### src/rtl/nibble_seq_adder_if.sv
// rtl/nibble_seq_adder_if.sv - operand/result handshake bundle for nibble_seq_adder
interface nibble_seq_adder_if #(
   parameter int WIDTH = 16
);
   logic             in_valid;
   logic             in_ready;
   logic [WIDTH-1:0] a;
   logic [WIDTH-1:0] b;
   logic             cin;
   logic             sub;
   logic             out_valid;
   logic             out_ready;
   logic [WIDTH-1:0] sum;
   logic             cout;
   logic             ovf;

   modport master (
      output in_valid, a, b, cin, sub, out_ready,
      input  in_ready, out_valid, sum, cout, ovf
   );

   modport slave (
      input  in_valid, a, b, cin, sub, out_ready,
      output in_ready, out_valid, sum, cout, ovf
   );
endinterface

### src/rtl/nibble_seq_adder.sv
// rtl/nibble_seq_adder.sv - WIDTH-bit add/sub built from one 4-bit slice reused N times
// One nibble per clock, LSB first; carry is registered between passes.
module nibble_seq_adder #(
   parameter int WIDTH = 16
) (
   input  logic           clk,
   input  logic           rst,
   nibble_seq_adder_if.slave bus
);
   localparam int N   = WIDTH / 4;
   localparam int K_W = (N > 1) ? $clog2(N) : 1;
   localparam logic [K_W-1:0] K_LAST = K_W'(N - 1);

   typedef enum logic [1:0] {
      IDLE,
      RUN,
      DONE
   } state_t;

   state_t           state;
   logic [K_W-1:0]   k;
   logic [WIDTH-1:0] a_reg;
   logic [WIDTH-1:0] b_reg;
   logic [WIDTH-1:0] sum_reg;
   logic             carry_reg;
   logic             cout_reg;
   logic             ovf_reg;
   logic             in_ready_reg;
   logic             out_valid_reg;

   logic [3:0]       a_nib;
   logic [3:0]       b_nib;
   logic [4:0]       slice;

   // The only adder in the block: a 4-bit ripple fed by the selected nibble.
   always_comb begin
      a_nib = a_reg[{k, 2'b00} +: 4];
      b_nib = b_reg[{k, 2'b00} +: 4];
      slice = {1'b0, a_nib} + {1'b0, b_nib} + {4'b0000, carry_reg};
   end

   always_ff @(posedge clk or posedge rst) begin
      if (rst) begin
         state         <= IDLE;
         k             <= '0;
         a_reg         <= '0;
         b_reg         <= '0;
         sum_reg       <= '0;
         carry_reg     <= 1'b0;
         cout_reg      <= 1'b0;
         ovf_reg       <= 1'b0;
         in_ready_reg  <= 1'b1;
         out_valid_reg <= 1'b0;
      end else begin
         case (state)
            IDLE: begin
               if (bus.in_valid) begin
                  // Subtraction is A + ~B + 1; the +1 rides in on the initial carry.
                  a_reg        <= bus.a;
                  b_reg        <= bus.sub ? ~bus.b : bus.b;
                  carry_reg    <= bus.sub | bus.cin;
                  k            <= '0;
                  in_ready_reg <= 1'b0;
                  state        <= RUN;
               end
            end
            RUN: begin
               sum_reg[{k, 2'b00} +: 4] <= slice[3:0];
               carry_reg                <= slice[4];
               if (k == K_LAST) begin
                  cout_reg      <= slice[4];
                  ovf_reg       <= (a_nib[3] == b_nib[3]) && (slice[3] != a_nib[3]);
                  out_valid_reg <= 1'b1;
                  state         <= DONE;
               end else begin
                  k <= k + 1'b1;
               end
            end
            DONE: begin
               if (bus.out_ready) begin
                  out_valid_reg <= 1'b0;
                  in_ready_reg  <= 1'b1;
                  state         <= IDLE;
               end
            end
            default: begin
               state         <= IDLE;
               in_ready_reg  <= 1'b1;
               out_valid_reg <= 1'b0;
            end
         endcase
      end
   end

   assign bus.in_ready  = in_ready_reg;
   assign bus.out_valid = out_valid_reg;
   assign bus.sum       = sum_reg;
   assign bus.cout      = cout_reg;
   assign bus.ovf       = ovf_reg;
endmodule

### src/flat_wrapper.sv
// flat-port wrapper written by rule: the top's interface ports become plain ports
module nibble_seq_adder_flat 
#(
   parameter int WIDTH = 16
)
  (clk, rst, bus_in_valid, bus_a, bus_b, bus_cin, bus_sub, bus_out_ready, bus_in_ready, bus_out_valid, bus_sum, bus_cout, bus_ovf);
  nibble_seq_adder_if #(.WIDTH(WIDTH)) bus_i ();
  input  logic clk;
  input  logic rst;
  input wire logic [$bits(bus_i.in_valid)-1:0] bus_in_valid;
  input wire logic [$bits(bus_i.a)-1:0] bus_a;
  input wire logic [$bits(bus_i.b)-1:0] bus_b;
  input wire logic [$bits(bus_i.cin)-1:0] bus_cin;
  input wire logic [$bits(bus_i.sub)-1:0] bus_sub;
  input wire logic [$bits(bus_i.out_ready)-1:0] bus_out_ready;
  output wire logic [$bits(bus_i.in_ready)-1:0] bus_in_ready;
  output wire logic [$bits(bus_i.out_valid)-1:0] bus_out_valid;
  output wire logic [$bits(bus_i.sum)-1:0] bus_sum;
  output wire logic [$bits(bus_i.cout)-1:0] bus_cout;
  output wire logic [$bits(bus_i.ovf)-1:0] bus_ovf;
  assign bus_i.in_valid = bus_in_valid;
  assign bus_i.a = bus_a;
  assign bus_i.b = bus_b;
  assign bus_i.cin = bus_cin;
  assign bus_i.sub = bus_sub;
  assign bus_i.out_ready = bus_out_ready;
  assign bus_in_ready = bus_i.in_ready;
  assign bus_out_valid = bus_i.out_valid;
  assign bus_sum = bus_i.sum;
  assign bus_cout = bus_i.cout;
  assign bus_ovf = bus_i.ovf;
  nibble_seq_adder #(.WIDTH(WIDTH)) u_core (.clk(clk), .rst(rst), .bus(bus_i));
endmodule
### config.mk
export PLATFORM = sky130hd
export DESIGN_NAME = nibble_seq_adder_flat
export DESIGN_NICKNAME = d
export VERILOG_FILES = /design/src/rtl/nibble_seq_adder_if.sv /design/src/rtl/nibble_seq_adder.sv /design/src/flat_wrapper.sv
export SDC_FILE = /design/constraint.sdc
export NUM_CORES = 1
export LEC_CHECK = 0
export CELL_PAD_IN_SITES_DETAIL_PLACEMENT = 1
export CELL_PAD_IN_SITES_GLOBAL_PLACEMENT = 2
export CORE_MARGIN = 2
export CORE_UTILIZATION = 36
export CTS_CLUSTER_DIAMETER = 40
export DETAILED_ROUTE_END_ITERATION = 10
export HOLD_SLACK_MARGIN = 0.02
export PLACE_DENSITY_LB_ADDON = 0.3
export SYNTH_ARGS = -nofsm -noshare
export SYNTH_HDL_FRONTEND = slang
export SYNTH_SLANG_ARGS = --single-unit
### constraint.sdc
create_clock -name clk -period 4.82 [get_ports clk]
set_input_delay 1.205 -clock clk [delete_from_list [all_inputs] [get_ports clk]]
set_output_delay 1.205 -clock clk [all_outputs]
set_load 0.02 [all_outputs]
==> flow_summary.yaml, run 1 <==
pwr:
  p_sw_share_pct: 40.9
  p_switching_mw: 1.08
  p_int_mw: 1.57
  p_clk_share_pct: 16.1
  p_leak_nw: 1.52
  pwr-share-seq_pct: 32.8
  peakVddDrop_uv: 244
  pwr-share-comb_pct: 51.0
  p_per_area_nw_per_um2: 732
  total_power_mw: 2.65
placed_design:
  dpl.hpwl_um: 4290
  portBuffers: 57
  place_congestion: 0.767
  post_dp_cell_area_um2: 3440
  place_ws_ps: 1900
  dpl.cell_count: 382
synth:
  synth_top_family_by_area: "multiplexers"
  synth_top_area_share_pct: 50.4
  synth_seq_cells: 57
  ys_async_sr_fraction_pct: 100
  synth_xor_area_share_pct: 5.98
  seq_area_frac_synth_pct: 51.3
  ys_top_cells_by_area: "dfrtp_1 50%, mux4_1 6.6%, mux2_2 5.7%"
  ys_warn_count: 0
  synth_top_cell_by_area: "dfrtp_1"
  synth-simple-area-share_pct: 9.67
  synthAdderAreaFrac_pct: 5.49
  synthCells: 232
  synth_nets: 281
  synth_cell_types: 36
  synth_mux_area_share_pct: 14.3
  synth_edf_count: 0
  syn-cell-area_um2: 2780
  synth-compound-area-share_pct: 9.85
  synth.avg_cell_area_um2: 12.0
  ys_top_cells_by_count: "56 x dfrtp_1, 23 x nor2_1, 20 x nand2_1, 19 x a21oi_1, 17 x xnor2_1"
  yosys_most_used_dff: "dfrtp_1"
  yosysMostFrequentCell: "dfrtp_1"
floorplanning:
  io_pins: 58
  die_area_um2: 8450
  die_h_um: 91.9
  initial_utilization_pct: 36.6
  die_w_um: 91.9
  design.core.area_um2: 7610
  rows: 32
min_path:
  hold_path_class: "flop to flop"
  hold_depth: 1
  hold_end: "u_core.a_reg[9]"
  worstHoldStart: "u_core.a_reg[9]"
drt:
  wl_met2_um: 3010
  drt.antenna.violating_nets: 0
  routed-wl-met3_um: 257
  routed.top_layer: "met4"
  drt-met1-wl_um: 2630
  routed_wl_um: 6060
  wl_per_cell_um: 15.3
  drc: 0
  avgViaCountPerCell: 4.89
  drtIter0Drc: 36
  num_vias: 1936
  drtPass1Iterations: 4
sta:
  slew_violations: 0
  rsz0062_at_grt: "false"
  finalCritPeriodShare_pct: 60.1
  maxSlewHeadroom_pct: 41.4
  hold_viol_final: 0
  setup_viol: 0
  fmax_ghz: 0.345
  hold_ws_ps: 482
  tightest_slew_ps: 877
  finalCriticalPeriod_ps: 2900
  setup_ws_ps: 1920
  skew_ps: 12.2
  finalSetupTns_ps: 0
cells_and_area:
  multi_input_area_um2: 1270
  syn2layout_area_growth_pct: 30.1
  stdcell_count: 396
  design_area_um2: 3620
  num_antenna_cells: 0
  final_core_util_pct: 47.6
  regArea_um2: 1430
  layout-drive-gt1-share_pct: 12.9
  nets: 340
  fillers: 828
global_routing:
  grt_max_degree: 52
  grt_usage_pct: 15.9
  antenna_found_initial: 0
  grt_pass1_wl_um: 10300
  grt_pass1_vias: 2077
  grt_overflow_total: 0
status:
  status: "finished clean"
clock_tree:
  cts_resized: 0
  cts_hold_repair.buffers: 0
  cts_buffers: 9
  clock-sinks: 57
  cts_root_buffer: "clkbuf_8"
  clk_pin_slew_ps: 70
  cts_buffer_depth: 2
  htree_levels: 3
  cts_tree: "built"
  clkLatencyLatePin_ps: 340
  postCtsSetupBuffers: 0
setup_path:
  crit_fanout: 19
  regToRegStartpoint: "u_core.k[0]"
  reg2reg_to: "u_core.bus.cout"
  worstSetupPathType: "flop to flop"
  ff2ff_path_depth: 8
  cp.arrival_ps: 3100
  end_kind: "flop"
  critPathLaunch: "u_core.k[0]"
  cp-start-kind: "flop"
  worstPathRequired_ps: 5020
  ff2ff_setup_slack_ps: 1920
job:
  cap_viol_max_count: 0
[cell type report]
| type | count | area share (%) |
|---|---|---|
| Inverter | 8 | 0.830 |
| Clock buffer | 10 | 3.80 |
| Sequential cell | 57 | 39.4 |
| Multi-Input combinational cell | 156 | 35.0 |
| Clock inverter | 4 | 1.24 |
| Timing Repair Buffer | 59 | 16.2 |
| Tap cell | 102 | 3.53 |
[cells in the final DEF (no fill, tap or decap), drive strengths merged, types with 2 or more instances in the layout]
master          n
nand4           2
xnor2          17
a22o            9
mux2           17
clkinv          3
nor2           23
o21ai          11
nor3b           2
inv             8
fa              2
dfrtp          56
a21o            2
nand2b          2
clkbuf         10
buf             2
nand2          20
ha              9
clkdlybuf4s50  57
a21oi          20
xor2            2
mux4            8
[critical path, stage by stage (launching register included)]
cell and delay (ps):
dfrtp_1 830, mux4_1 670, fa_1 440, inv_1 90, fa_1 200, inv_1 50
a21o_1 160, a21oi_1 210, o21ai_0 110
[power by group through the flow]
stage | registers, mW | logic, mW | clock network (mW)
floorplan | 0.873 | 0.900 | 0
global placement | 0.877 | 1.33 | 0
detailed placement | 0.884 | 1.38 | 0
CTS | 0.877 | 1.39 | 0.440
global route | 0.908 | 1.51 | 0.460
finish | 0.869 | 1.35 | 0.428
[worst max path at each step]
stage / endpoint / slack (ps) / depth (start not counted)
2_1_floorplan: u_core.a_reg[0] / 2220 / 1
3_3_place_gp: u_core.k[0] / 1900 / 5
3_5_place_dp: u_core.k[0] / 1900 / 5
4_1_cts: u_core.bus.sum[7] / 1870 / 6
5_1_grt: u_core.bus.sum[14] / 1690 / 6
6_report: u_core.bus.cout / 1920 / 8
[kinds of logic after synthesis]
family,Yosys count
adder cells (fa/ha/maj),11
AND/OR/NAND/NOR,57
flip-flops,57
multiplexers,25
AO/OA/AOI/OAI,44
XOR/XNOR,19
buffers and inverters,19
[routing by layer]
metal	up-vias	track usage [%]
met2	51	26.2
met3	14	3.20
met1	944	19.7
met5	-	0
li1	927	-
met4	0	7.96
Note: power is estimated with default switching activity, not from simulation.
==> inputs of run 2 (changes only) <==
--- a/config.mk
+++ b/config.mk
@@ -8,7 +8,7 @@
 export CELL_PAD_IN_SITES_DETAIL_PLACEMENT = 1
 export CELL_PAD_IN_SITES_GLOBAL_PLACEMENT = 2
 export CORE_MARGIN = 2
-export CORE_UTILIZATION = 36
+export CORE_UTILIZATION = 30
 export CTS_CLUSTER_DIAMETER = 40
 export DETAILED_ROUTE_END_ITERATION = 10
 export HOLD_SLACK_MARGIN = 0.02
==> constraint.sdc (replaced) <==
create_clock -name clk -period 2.6 [get_ports clk]
set_input_delay 0.65 -clock clk [delete_from_list [all_inputs] [get_ports clk]]
set_output_delay 0.65 -clock clk [all_outputs]
set_load 0.02 [all_outputs]
==> run 2 against run 1 <==
Sequential cell count unchanged; hold slack improved by 2.2 ps; register-to-register slack lost 1700 ps; clock skew decreased by 1.2 ps; largest cell class unchanged; largest power group unchanged.
==> flow_summary.yaml, run 2 (synthesis results as in run 1) <==
status:
  status: "finished clean"
setup_path:
  worst-path-buf-inv: 1
  critPathSlowestCell: "mux4_1"
  cp-start-kind: "flop"
  cp.arrival_ps: 2620
  slowest_delay_ps: 600
  critical-path-top-delay-family: "multiplexers"
  reg2reg_to: "u_core.bus.sum[3]"
  crit_fanout: 5
  ff2ff_path_depth: 7
  worstSetupPathType: "flop to flop"
  end_kind: "flop"
  regToRegStartpoint: "u_core.k[0]"
  crit_chain: "buf_4, mux4_1, ha_1, a21o_1, a21oi_2, xnor2_2, a22o_1"
  ff2ff_setup_slack_ps: 200
  worstPathRequired_ps: 2820
sta:
  finalCriticalPeriod_ps: 2400
  finalSetupTns_ps: 0
  fmax_ghz: 0.416
  tightest_slew_ps: 414
  maxSlewHeadroom_pct: 72.4
  slew_violations: 0
  hold_viol_final: 0
  setup_viol: 0
  rsz0062_at_grt: "false"
  finalCritPeriodShare_pct: 92.4
  skew_ps: 10.9
clock_tree:
  cts_resized: 0
  cts_buffers: 9
  cts_hold_repair.buffers: 0
  cts_tree: "built"
  cts_root_buffer: "clkbuf_8"
  clk_pin_slew_ps: 70
  clock-sinks: 57
  clkLatencyLatePin_ps: 340
  cts_buffer_depth: 2
  htree_levels: 3
  postCtsSetupBuffers: 0
pwr:
  peakVddDrop_uv: 598
  p_int_mw: 3.13
  p_leak_nw: 1.57
  p_clk_share_pct: 17.4
  p_per_area_nw_per_um2: 1380
  p_switching_mw: 2.03
  pwr-share-seq_pct: 31.0
  pwr-share-comb_pct: 51.6
  p_sw_share_pct: 39.4
cells_and_area:
  layout-drive-gt1-share_pct: 15.2
  final_cell_mix: "57 x clkdlybuf4s50_1, 56 x dfrtp_1, 23 x nor2_1"
  final_core_util_pct: 41.1
  nets: 347
  final_common_cell: "clkdlybuf4s50_1"
  syn2layout_area_growth_pct: 34.6
  num_antenna_cells: 0
  design_area_um2: 3740
job:
  cap_viol_max_count: 0
global_routing:
  grt_pass1_vias: 2048
  antenna_found_initial: 0
  grt_usage_pct: 14.1
  grt_pass1_wl_um: 10700
  grt_max_degree: 58
  grt_overflow_total: 0
drt:
  avgViaCountPerCell: 4.57
  drt.antenna.violating_nets: 0
  routed_wl_um: 6210
  drtIter0Drc: 47
  drtPass1Iterations: 4
  num_vias: 1894
  drc: 0
  wl_per_cell_um: 15.0
floorplanning:
  die_h_um: 100
  initial_utilization_pct: 30.5
  io_pins: 58
  design.core.area_um2: 9110
  rows: 35
  die_w_um: 100
  die_area_um2: 10100
min_path:
  worstHoldStart: "u_core.bus.sum[10]"
  hold_path_class: "flop to flop"
  hold_end: "u_core.bus.sum[10]"
  hold_depth: 2
placed_design:
  portBuffers: 57
  place_congestion: 0.814
  post_dp_cell_area_um2: 3530
  dpl.hpwl_um: 4540
==> run 2: how the worst max path moves through the flow <==
stage | startpoint | to | slack, ps | depth (start not counted)
6_report | u_core.k[0] | u_core.bus.sum[3] | 200 | 7
3_3_place_gp | u_core.k[0] | u_core.bus.sum[15] | 240 | 7
5_1_grt | u_core.k[0] | u_core.carry_reg | 20 | 8
2_1_floorplan | u_core.k[0] | u_core.carry_reg | 130 | 9
4_1_cts | u_core.k[0] | u_core.bus.sum[3] | 160 | 7
3_5_place_dp | u_core.k[0] | u_core.bus.sum[11] | 150 | 7
==> run 2: final cells by class <==
cell class,instances,area [um^2]
timing repair buffer,66,663
fill,987,5360
inverter,8,30.0
clock buffer,11,131
sequential,57,1430
multi-input combinational,156,1270
tap,111,139
clock inverter,5,80.1
==> run 2: worst reg2reg max path, cell delays in order, from the launching register on <==
cell and delay (ps):
dfrtp_1 460, buf_4 190, mux4_1 600, ha_1 310
a21o_1 170, a21oi_2 220, xnor2_2 130, a22o_1 210
==> run 2: metrics by stage <==
stage	std cells	hold slack [ps]	setup slack, ps	total power, mW
6_report	414	484	197	5.16
5_1_grt	414	502	22.9	5.60
4_1_cts	414	489	158	5.23
3_5_place_dp	398	474	153	4.28
3_3_place_gp	398	469	236	4.25
2_1_floorplan	232	449	133	3.29
==> run 2: routing by layer <==
layer,wire length [um],global-route usage [%]
met1,2880,18.3
met2,3000,22.2
met3,277,4.94
met4,59,4.53
met5,0,0
==> run 2: power by group through the flow <==
stage	clock network (mW)	registers, mW	logic [mW]
after floorplan	0	1.62	1.67
after global placement	0	1.62	2.63
after detailed placement	0	1.63	2.65
after CTS	0.933	1.61	2.68
after global routing	0.973	1.66	2.97
final	0.896	1.60	2.66
==> inputs of run 3 (changes only) <==
--- a/config.mk
+++ b/config.mk
@@ -5,10 +5,9 @@
 export SDC_FILE = /design/constraint.sdc
 export NUM_CORES = 1
 export LEC_CHECK = 0
-export CELL_PAD_IN_SITES_DETAIL_PLACEMENT = 1
-export CELL_PAD_IN_SITES_GLOBAL_PLACEMENT = 2
-export CORE_MARGIN = 2
-export CORE_UTILIZATION = 30
+export CELL_PAD_IN_SITES_DETAIL_PLACEMENT = 0
+export CELL_PAD_IN_SITES_GLOBAL_PLACEMENT = 1
+export CORE_UTILIZATION = 36
 export CTS_CLUSTER_DIAMETER = 40
 export DETAILED_ROUTE_END_ITERATION = 10
 export HOLD_SLACK_MARGIN = 0.02
==> constraint.sdc (replaced) <==
create_clock -name clk -period 2.6 [get_ports clk]
set_input_delay 0.52 -clock clk [delete_from_list [all_inputs] [get_ports clk]]
set_output_delay 0.52 -clock clk [all_outputs]
set_load 0.02 [all_outputs]
==> run 3 against run 2 <==
Clock skew fell by 2.9 ps; power fell by 4.6%; clock power fell by 5.1%; sequential share of layout area rose by 0.66 points; register-to-register slack got worse by 30 ps; sequential cell count did not move; cell count fell by 3.6%; maximum frequency fell by 1.1%; clock-buffer cell count rose by 3.
==> flow_summary.yaml, run 3 (synthesis results as in run 1) <==
setup_path:
  worstSetupPathType: "flop to flop"
  crit_fanout: 9
  worstPathRequired_ps: 2820
  cp.arrival_ps: 2650
  cp-start-kind: "flop"
  end_kind: "flop"
  ff2ff_path_depth: 6
  regToRegStartpoint: "u_core.k[1]"
  ff2ff_setup_slack_ps: 170
  critPathLaunch: "u_core.k[1]"
  cp-endpoint: "u_core.bus.sum[11]"
  reg2reg_to: "u_core.bus.sum[11]"
drt:
  routed_wl_um: 5470
  drc: 0
  num_vias: 1884
  drt.antenna.violating_nets: 0
  drtPass1Iterations: 4
  wl_per_cell_um: 13.7
  avgViaCountPerCell: 4.72
  drtIter0Drc: 81
sta:
  finalCriticalPeriod_ps: 2430
  fmax_ghz: 0.412
  maxSlewHeadroom_pct: 71.2
  slew_violations: 0
  hold_viol_final: 0
  tightest_slew_ps: 429
  setup_ws_ps: 171
  finalSetupTns_ps: 0
  rsz0062_at_grt: "false"
  setup_viol: 0
  finalCritPeriodShare_pct: 93.4
  skew_ps: 8.01
global_routing:
  grt_pass1_vias: 1893
  top_usage_layer: "met2"
  grtUsageMet3_pct: 4.40
  use_met1_pct: 19.5
  gr-usage-met2_pct: 24.4
  grt_usage_pct: 15.2
  grt_max_degree: 42
  antenna_found_initial: 0
  grt_overflow_total: 0
  grt_pass1_wl_um: 9490
placed_design:
  place_congestion: 0.777
  dpl.hpwl_um: 4050
  portBuffers: 57
  dpl.cell_count: 383
  place_ws_ps: 83.7
  post_dp_cell_area_um2: 3480
pwr:
  pwr-share-seq_pct: 32.3
  p_leak_nw: 1.55
  pwr-share-comb_pct: 50.4
  p_switching_mw: 1.93
  peakVddDrop_uv: 538
  p_sw_share_pct: 39.2
  p_int_mw: 2.99
  p_per_area_nw_per_um2: 1330
  p_clk_share_pct: 17.3
floorplanning:
  die_w_um: 89.9
  rows: 31
  io_pins: 58
  design.core.area_um2: 7370
  die_h_um: 89.9
  initial_utilization_pct: 37.7
  die_area_um2: 8080
cells_and_area:
  final_core_util_pct: 50.0
  syn2layout_area_growth_pct: 32.5
  final_cell_mix: "57 x clkdlybuf4s50_1, 55 x dfrtp_1, 23 x nor2_1"
  stdcell_count: 399
  nets: 344
  design_area_um2: 3680
  layout-drive-gt1-share_pct: 14.3
  num_antenna_cells: 0
  final_common_cell: "clkdlybuf4s50_1"
clock_tree:
  clkLatencyLatePin_ps: 330
  clk_pin_slew_ps: 60
  htree_levels: 3
  cts_tree: "built"
  cts_buffer_depth: 2
  cts_buffers: 9
  clock-sinks: 57
  cts_root_buffer: "clkbuf_8"
  postCtsSetupBuffers: 0
min_path:
  hold_path_class: "input port to asynchronous set/reset pin"
job:
  cap_viol_max_count: 0
status:
  status: "finished clean"
==> run 3: changes by cell type in the layout (fill, tap and decap cells not counted), sizes merged <==
cell      before  now
clkinvlp       2    0
bufinv         2    1
clkbuf        11   14
buf            9    6
==> run 3: worst min path at each step <==
stage,start,slack [ps],to,depth (start not counted)
floorplan,u_core.a_reg[9],450,u_core.a_reg[9],1
global placement,u_core.a_reg[5],470,u_core.a_reg[5],1
detailed placement,u_core.bus.sum[1],480,u_core.bus.sum[1],2
CTS,rst,490,u_core.bus.out_valid,2
global route,rst,510,u_core.bus.out_valid,2
finish,rst,480,u_core.bus.out_valid,2
==> run 3: layer usage <==
layer	up-vias	part of all wire, %
met4	0	1.6
li1	937	-
met1	898	45
met2	42	49
met5	-	0
met3	7	3.8
==> run 3: final cells by class <==
class / instances / area [um^2]
fill: 680 / 3680
sequential: 57 / 1430
multi-input combinational: 156 / 1270
timing repair buffer: 63 / 628
clock buffer: 14 / 173
tap: 99 / 124
clock inverter: 2 / 35.0
inverter: 8 / 30.0
==> run 3: worst max-delay path, stage by stage, from the launching register on <==
cell     delay, ps
dfrtp_1        600
mux4_1         670
ha_1           300
a21o_1         170
a21oi_2        180
xnor2_1        170
a22o_1         230
==> run 3: through the flow <==
stage | total power [mW] | hold WS (ps)
2_1_floorplan | 3.29 | 449
3_3_place_gp | 4.07 | 466
3_5_place_dp | 4.14 | 476
4_1_cts | 5.01 | 490
5_1_grt | 5.32 | 506
6_report | 4.92 | 483
==> run 3: what timing repair did <==
| item | CTS | global route |
|---|---|---|
| setup endpoints to repair | 0 | 2 |
| hold endpoints to repair | 0 | 0 |
| resized for setup | 0 | 1 |
| hold buffers | 0 | 0 |
==> run 3: power groups by stage <==
stage | Combinational [mW] | Clock (mW) | Sequential [mW]
after global routing | 2.75 | 0.913 | 1.65
final | 2.48 | 0.850 | 1.59
after CTS | 2.54 | 0.870 | 1.60
after detailed placement | 2.53 | 0 | 1.61
after floorplan | 1.67 | 0 | 1.62
after global placement | 2.48 | 0 | 1.60
